==> src/rtl/fetch_queue.sv <==
// fetch_queue: prefetching 6502 instruction fetcher that assembles opcode+operand
// packets and buffers them in a DEPTH-entry FIFO with synchronous redirect/flush.
module fetch_queue #(
    parameter int ADDR_WIDTH = 16,
    parameter int REG_WIDTH = 8,
    parameter int DEPTH = 4,
    parameter logic [ADDR_WIDTH-1:0] RESET_PC = 16'h8000
) (
    input  logic                         phi1,
    input  logic                         reset,
    output logic [ADDR_WIDTH-1:0]        mem_addr,
    output logic                         mem_rd,
    input  logic [REG_WIDTH-1:0]         mem_data,
    input  logic                         redirect,
    input  logic [ADDR_WIDTH-1:0]        redirect_pc,
    output logic                         instr_valid,
    input  logic                         instr_ready,
    output logic [REG_WIDTH-1:0]         instr_opcode,
    output logic [REG_WIDTH-1:0]         instr_op_lo,
    output logic [REG_WIDTH-1:0]         instr_op_hi,
    output logic [1:0]                   instr_len,
    output logic [ADDR_WIDTH-1:0]        instr_pc,
    output logic [ADDR_WIDTH-1:0]        fetch_pc,
    output logic [$clog2(DEPTH):0]       count
);
    localparam int PW = $clog2(DEPTH);
    localparam int CW = PW + 1;
    typedef enum logic [1:0] {FETCH_OP, FETCH_B1, FETCH_B2} state_t;

    state_t state_q, state_d;
    logic [ADDR_WIDTH-1:0] fetch_pc_q, fetch_pc_d, pc_q, pc_d, push_pc;
    logic [REG_WIDTH-1:0] op_q, op_d, lo_q, lo_d, push_op, push_lo, push_hi;
    logic [1:0] len_q, len_d, dec_len, push_len;
    logic [PW-1:0] wr_q, wr_d, rd_q, rd_d;
    logic [CW-1:0] count_q, count_d;
    logic cap, push, pop;
    logic [REG_WIDTH-1:0] f_op_q [DEPTH];
    logic [REG_WIDTH-1:0] f_lo_q [DEPTH];
    logic [REG_WIDTH-1:0] f_hi_q [DEPTH];
    logic [1:0] f_len_q [DEPTH];
    logic [ADDR_WIDTH-1:0] f_pc_q [DEPTH];

    function automatic logic [1:0] decode_len(input logic [7:0] op);
        logic [2:0] bbb;
        bbb = op[4:2];
        if (op[3:0] == 4'h8 || op[3:0] == 4'hA || op == 8'h00 || op == 8'h40 || op == 8'h60 || op[1:0] == 2'b11)
            return 2'd1;
        if (op == 8'h20 || bbb == 3'b011 || bbb == 3'b110 || bbb == 3'b111)
            return 2'd3;
        return 2'd2;
    endfunction

    always_ff @(posedge phi1) begin
        if (reset) begin
            state_q <= FETCH_OP;
            fetch_pc_q <= RESET_PC;
            wr_q <= '0;
            rd_q <= '0;
            count_q <= '0;
            op_q <= '0;
            lo_q <= '0;
            len_q <= '0;
            pc_q <= '0;
        end else begin
            state_q <= state_d;
            fetch_pc_q <= fetch_pc_d;
            wr_q <= wr_d;
            rd_q <= rd_d;
            count_q <= count_d;
            op_q <= op_d;
            lo_q <= lo_d;
            len_q <= len_d;
            pc_q <= pc_d;
        end
    end

    always_ff @(posedge phi1) begin
        if (push) begin
            f_op_q[wr_q] <= push_op;
            f_lo_q[wr_q] <= push_lo;
            f_hi_q[wr_q] <= push_hi;
            f_len_q[wr_q] <= push_len;
            f_pc_q[wr_q] <= push_pc;
        end
    end

    always_comb begin
        state_d = redirect ? FETCH_OP :
                  !cap ? state_q :
                  state_q == FETCH_OP ? (dec_len == 2'd1 ? FETCH_OP : FETCH_B1) :
                  (state_q == FETCH_B1 && len_q == 2'd3) ? FETCH_B2 : FETCH_OP;
    end

    // An opcode is only fetched when a whole slot is free, so operand fetch never stalls.
    always_comb begin
        mem_rd = !reset && (state_q != FETCH_OP || count_q != CW'(DEPTH));
        cap = mem_rd && !redirect;
        dec_len = decode_len(mem_data[7:0]);
        push = cap && ((state_q == FETCH_OP && dec_len == 2'd1) || (state_q == FETCH_B1 && len_q == 2'd2) || state_q == FETCH_B2);
        pop = instr_valid && instr_ready && !redirect;
        push_op = state_q == FETCH_OP ? mem_data : op_q;
        push_len = state_q == FETCH_OP ? dec_len : len_q;
        push_pc = state_q == FETCH_OP ? fetch_pc_q : pc_q;
        push_lo = state_q == FETCH_OP ? '0 : state_q == FETCH_B1 ? mem_data : lo_q;
        push_hi = state_q == FETCH_B2 ? mem_data : '0;
    end

    always_comb begin
        op_d = (cap && state_q == FETCH_OP) ? mem_data : op_q;
        len_d = (cap && state_q == FETCH_OP) ? dec_len : len_q;
        pc_d = (cap && state_q == FETCH_OP) ? fetch_pc_q : pc_q;
        lo_d = (cap && state_q == FETCH_B1) ? mem_data : lo_q;
        fetch_pc_d = redirect ? redirect_pc : fetch_pc_q + ADDR_WIDTH'(cap);
        wr_d = redirect ? '0 : wr_q + PW'(push);
        rd_d = redirect ? '0 : rd_q + PW'(pop);
        count_d = redirect ? '0 : count_q + CW'(push) - CW'(pop);
    end

    always_comb begin
        instr_valid = count_q != '0;
        instr_opcode = instr_valid ? f_op_q[rd_q] : '0;
        instr_op_lo = instr_valid ? f_lo_q[rd_q] : '0;
        instr_op_hi = instr_valid ? f_hi_q[rd_q] : '0;
        instr_len = instr_valid ? f_len_q[rd_q] : '0;
        instr_pc = instr_valid ? f_pc_q[rd_q] : '0;
        mem_addr = fetch_pc_q;
        fetch_pc = fetch_pc_q;
        count = count_q;
    end
endmodule

==> config.mk <==
export PLATFORM = sky130hd
export DESIGN_NAME = fetch_queue
export DESIGN_NICKNAME = d
export VERILOG_FILES = /design/src/rtl/fetch_queue.sv
export SDC_FILE = /design/constraint.sdc
export NUM_CORES = 1
export LEC_CHECK = 0
export CAP_MARGIN = 30
export CORE_ASPECT_RATIO = 1.2
export CORE_MARGIN = 4
export CORE_UTILIZATION = 57
export DETAILED_ROUTE_END_ITERATION = 10
export DONT_BUFFER_PORTS = 1
export GPL_TIMING_DRIVEN = 0
export MAX_ROUTING_LAYER = met4
export PLACE_DENSITY = 0.75
export SYNTH_ARGS = -nofsm -noshare
export SYNTH_HDL_FRONTEND = slang
export SYNTH_SLANG_ARGS = --single-unit
==> constraint.sdc <==
create_clock -name phi1 -period 7.6 [get_ports phi1]
set_input_delay 1.9 -clock phi1 [delete_from_list [all_inputs] [get_ports phi1]]
set_output_delay 1.9 -clock phi1 [all_outputs]
set_load 0.005 [all_outputs]
After elaboration in Yosys (flattened, before gate mapping)
Memories as Yosys holds them, arrays and structs flattened. A register that Yosys moved wholly into a read port is not among the register bits.
Index checks and enable logic that the tools add are counted.
Widths: inputs -> output; s select.
- input bits: 28
- logic and storage cells: 91
- output and inout bits: 79
- memory bits (writable): 168
- register bits after elaboration: 59
- memories kept: 5
- memories (memory ; words ; bits a word ; rd ports ; clocked after memory_dff ; write ports ; line ; text):
    f_pc_q ; 4 ; 16 ; 1 ; 1 ; 1 ; 41 ; logic [ADDR_WIDTH-1:0] f_pc_q [DEPTH];
    f_hi_q ; 4 ; 8 ; 1 ; 1 ; 1 ; 39 ; logic [REG_WIDTH-1:0] f_hi_q [DEPTH];
    f_lo_q ; 4 ; 8 ; 1 ; 1 ; 1 ; 38 ; logic [REG_WIDTH-1:0] f_lo_q [DEPTH];
    f_op_q ; 4 ; 8 ; 1 ; 1 ; 1 ; 37 ; logic [REG_WIDTH-1:0] f_op_q [DEPTH];
    f_len_q ; 4 ; 2 ; 1 ; 1 ; 1 ; 40 ; logic [1:0] f_len_q [DEPTH];
- equality and inequality tests: 15
- add/sub/neg operators: 5
- mux-type cells: 29
- reduce and logical (&&, ||, !) cells: 28
- operators with widths (kind ; count):
    $mux 8 ; 7
    $mux 16 ; 3
    $mux 2 ; 13
    $add 16x1->16 ; 1
    $eq 8x7->1 const B ; 2
    $logic_or 1x1->1 ; 11
    $logic_and 1x1->1 ; 10
    $eq 2x2->1 const B ; 4
    $eq 4x4->1 const B ; 2
    $eq 8x6->1 const B ; 1
    $logic_not 8->1 ; 1
    $eq 3x3->1 const B ; 2
    $mux 1 ; 6
    $add 2x1->2 ; 2
    $eq 2x1->1 const B ; 2
    $add 3x1->3 ; 1
    $eq 3x2->1 const B ; 1
    $ne 3x3->1 const B ; 1
    $reduce_bool 3->1 ; 1
    $sub 3x1->3 ; 1
    $logic_not 1->1 ; 2
    $logic_not 2->1 ; 1
    $reduce_bool 2->1 ; 1
    $reduce_or 2->1 ; 1

Logic depth before layout (Yosys ltp)
- depth after elaboration: 17
- depth in mapped cells: 12
- gate-level depth less buffers: 11

Least setup slack after synthesis
No wires, ideal clock.
- path kind: input -> register
- start: input mem_data[7]
- end: memory f_hi_q[0][0] (enable)
- data required time: 7054 ps
- buffers on the path: 0
- slack: -43 ps
- stages on the path: 4
- arrival: 7097 ps
- path through: or4_4 -> a2111o_1 -> a21bo_1 -> nor4_1
- cells in the longest elaborated chain, start to end: 15
- elaborated cells on any way between the ends: 24
- those cells by class: eq/ne: 4; mux: 8; reduce/logical: 12
- RTL lines (item ; line ; text):
    start: declaration ; 13 ; input logic [REG_WIDTH-1:0] mem_data,
    $eq 8x6->1 ; 48 ; if (op == 8'h20 || bbb == 3'b011 || bbb == 3'b110 || bbb == 3'b111)
    $logic_or 1x1->1 (3 in series) ; 48 ;
    $mux 1 (2 in series) ; 48 ;
    $mux 2 ; 50 ; return 2'd2;
    $mux 2 * ; 48 ;
    $eq 2x1->1 * ; 99 ; push = cap && ((state_q == FETCH_OP && dec_len == 2'd1) || (state_q == FETCH_B1 && len_q == 2'd2) || state_q = ...
    $logic_and 1x1->1 * ; 99 ;
    $logic_or 1x1->1 * (2 in series) ; 99 ;
    $logic_and 1x1->1 * ; 99 ;
    $mux 1 * ; 78 ; if (push) begin
    $mux 1 (implied by the code) * ; 81 ; f_hi_q[wr_q] <= push_hi;
    end: declaration ; 39 ;
Mark *: on every way between the ends. The rest lies on a longest branch, timed or not. The select of a mux whose other input is x is not followed.

Final worst setup path
- start: input reset
- end: output mem_rd
- cells in the longest elaborated chain, start to end: 2
- RTL lines (item ; line ; text):
    start: declaration ; 10 ; input logic reset,
    $logic_not 1->1 ; 96 ; mem_rd = !reset && (state_q != FETCH_OP || count_q != CW'(DEPTH));
    $logic_and 1x1->1 ; 96 ;
    end: declaration ; 12 ; output logic mem_rd,
Every way passes these cells.

==> metrics.md <==
| Metric | Value |
|---|---|
| Status | `complete, no violations` |
| Drt pass-1 iters | `5` |
| DR vias/cell | `5.91` |
| Placer congestion estimate | `0.880` |
| Crit path time final | `4.70 ns` |
| Worst Path Max Fanout | `10` |
| Cell taking the most area after synthesis | `edfxtp_1` |
| NetSw | `0.528 mW` |
| Initial Util | `58.2%` |
| Placed cell areas | `0.00991 mm²` |
| Die Y | `149 µm` |
| Post-Route WL | `20.2 mm` |
| R2R Path Start | `count[2]$_SDFF_PP0_` |
| Register-to-register setup slack | `4.41 ns` |
| Lkg Pwr | `3.59 nW` |
| Antenna violations before repair | `0` |
| FF-to-FF End | `count[2]$_SDFF_PP0_` |
| Count leader, synth | `edfxtp_1` |
| Post-Syn Area | `0.00943 mm²` |
| Initial detailed-routing violation count | `533` |
| Post-synthesis register bit count | `227` |
| Crit Path Class | `in2out` |
| Syn avg cell area | `14.3 µm²` |
| Final setup fails | `0` |
| Clk network pwr share | `41.4%` |
| DRC | `0` |
| Crit. End Element | `output port` |
| Hold crit path type | `reg2reg` |
| Final hold vios | `0` |
| Largest net degree at the start of global routing | `16` |
| Setup Buffers After CTS | `0` |
| Post-synthesis sequential area ratio | `66.0%` |
| Top sig layer | `met4` |
| Ys Warns | `0` |
| Cells after synthesis | `660` |
| Top post-synthesis cells by area | `edfxtp_1 (53%), dfxtp_1 (13%), mux4_2 (10%)` |
| Power per Cell Area | `241 mW/mm²` |
| Crit path launch type | `input pin` |
| First-pass GRT wire length | `31.2 mm` |
| Cell Int Power | `2.03 mW` |
| Port bufs | `0` |
| Total track usage | `22.2%` |
| Vias in the first global route | `5697` |
| Wl on met1 | `7.57 mm` |
| Hpwl dp | `14.4 mm` |
| Total power | `2.56 mW` |
| Clock slew at reported path FFs | `0.06 ns` |
| Sink Count | `227` |
| Peak VDD IR | `163 µV` |
| Max clock buf depth | `3` |
| Crit path required time | `5.70 ns` |
| RSZ-0062 raised after global routing | `no` |
| Worst relative slew slack | `39.3%` |
| Worst Tran Pin Value | `0.904 ns` |
| Via count | `5510` |
| Synth Flop Type | `edfxtp_1` |
| Fin area | `0.0106 mm²` |
| Fin Hold WS | `0.456 ns` |
| Flop pwr share | `53.7%` |
| Met3 WL | `1.49 mm` |
| CTS Buf Count | `22` |
| ANT cells | `0` |
| Area growth from synthesis to layout | `12.7%` |
| Final clock skew | `0.0123 ns` |
| Max_cap viols | `0` |
| I/O pin cnt | `107` |
| CTS H-tree depth | `1` |
| Critical Path Sink | `mem_rd` |
| Synth top area share | `53.5%` |
| Core Util, Final | `65.6%` |
| Post-synth EDFFs | `168` |
| Placeable core region | `0.0162 mm²` |
| Worst R2R Path Depth | `11` |
| Worst path arrival time | `2.80 ns` |
| Gate power share | `4.9%` |
| Period utilisation layout | `61.9%` |
| Share of layout cells above drive strength 1 | `19.8%` |
| Max frequency | `0.213 GHz` |
| Launch point of the critical path | `reset` |
| Std cell rows | `51` |
| NumNets Final | `740` |
| Die W | `125 µm` |
| Skew-Pair Late Insertion Delay | `0.50 ns` |
| Commonest cells post-synth | `edfxtp_1 (168), nand2_1 (82), dfxtp_1 (59)` |
| Final ANT Viol Nets | `0` |
| Post-synth ARST share | `0%` |
| Die area | `0.0187 mm²` |
| Switching Share | `20.6%` |
| CTS resizes | `0` |
| Wirelength per Cell | `21.6 µm` |
| Met2 wire length | `10.7 mm` |
| Post-Syn Nets | `695` |
| Count of cell types in the netlist | `43` |
| Total gr overflow | `0` |
| Clk root buf | `clkbuf_16` |
| Post-CTS Hold Buffers | `0` |
| CTS tree | `built` |
| Max-slew violation count | `0` |
-- worst max-delay path, stage by stage --
cell      delay, ns
clkbuf_1       0.27
clkbuf_1       0.46
a31oi_1        0.17
-- logic make-up after synthesis --
family	share of synthesized area [%]
adder cells (fa/ha/maj)	1.01
multiplexers	12.7
AND/OR/NAND/NOR	10.1
buffers and inverters	3.61
AO/OA/AOI/OAI	5.19
XOR/XNOR	1.39
flip-flops	66.0
-- routing by layer --
layer,vias up,GRT usage (%)
li1,2500,-
met1,2762,26.3
met2,224,39.3
met3,24,3.94
met4,0,6.56
met5,-,-
-- how the worst min path moves through the flow --
| stage | from | to | slack, ns | cells past startpoint |
|---|---|---|---|---|
| final | pc_q[13]$_SDFFE_PP0P_ | pc_q[13]$_SDFFE_PP0P_ | 0.46 | 2 |
| after floorplan | op_q[0]$_SDFFE_PP0P_ | op_q[0]$_SDFFE_PP0P_ | 0.43 | 2 |
| after global placement | op_q[5]$_SDFFE_PP0P_ | op_q[5]$_SDFFE_PP0P_ | 0.44 | 2 |
| after CTS | pc_q[13]$_SDFFE_PP0P_ | pc_q[13]$_SDFFE_PP0P_ | 0.46 | 2 |
| after global routing | pc_q[7]$_SDFFE_PP0P_ | pc_q[7]$_SDFFE_PP0P_ | 0.48 | 2 |
| after detailed placement | op_q[4]$_SDFFE_PP0P_ | op_q[4]$_SDFFE_PP0P_ | 0.45 | 2 |
-- area by class of cell --
class,instances,area [µm²]
fill,1158,5580
clock buffer,32,649
tap,212,265
sequential,227,6230
timing repair buffer,21,189
buffer,53,265
multi-input combinational,360,2890
clock inverter,8,65.1
inverter,20,75.1
-- flip-flops by register name, indices dropped and copies added (netlist names) --
name / flops
f_len_q: 8
f_pc_q: 64
f_hi_q: 32
rd_q: 2
f_lo_q: 32
fetch_pc: 16
count: 3
state_q: 2
f_op_q: 32
lo_q: 8
len_q: 2
op_q: 8
pc_q: 16
wr_q: 2
-- per-stage QoR --
step	TNS [ns]	setup WS, ns	std cells
3_5_place_dp	0	2.63	893
6_report	0	2.90	933
4_1_cts	0	2.90	933
5_1_grt	0	2.86	933
2_1_floorplan	-3.64	-0.0434	660
3_3_place_gp	-308.75	-3.11	872
-- cells in the final DEF, fill, tap and decap left out, types with 12 or more instances in the layout --
cell type | netlist | routed
edfxtp_1 | 168 | 168
nand2_1 | 82 | 82
mux2_2 | 19 | 19
and2_1 | 12 | 12
nor2b_1 | 44 | 44
nor2_1 | 19 | 19
inv_1 | 20 | 20
dfxtp_1 | 59 | 59
clkbuf_16 | 0 | 23
a21oi_1 | 45 | 45
mux4_2 | 42 | 42
clkbuf_1 | 31 | 36
buf_4 | 16 | 29
-- power by group through the flow --
stage	registers (mW)	clock network, mW	logic, mW
after floorplan	1.39	0	0.0902
after global placement	1.40	0	0.115
after detailed placement	1.40	0	0.124
after CTS	1.37	1.07	0.126
after global routing	1.38	1.13	0.137
final	1.37	1.06	0.125
Power figures use the tool's default switching activity.
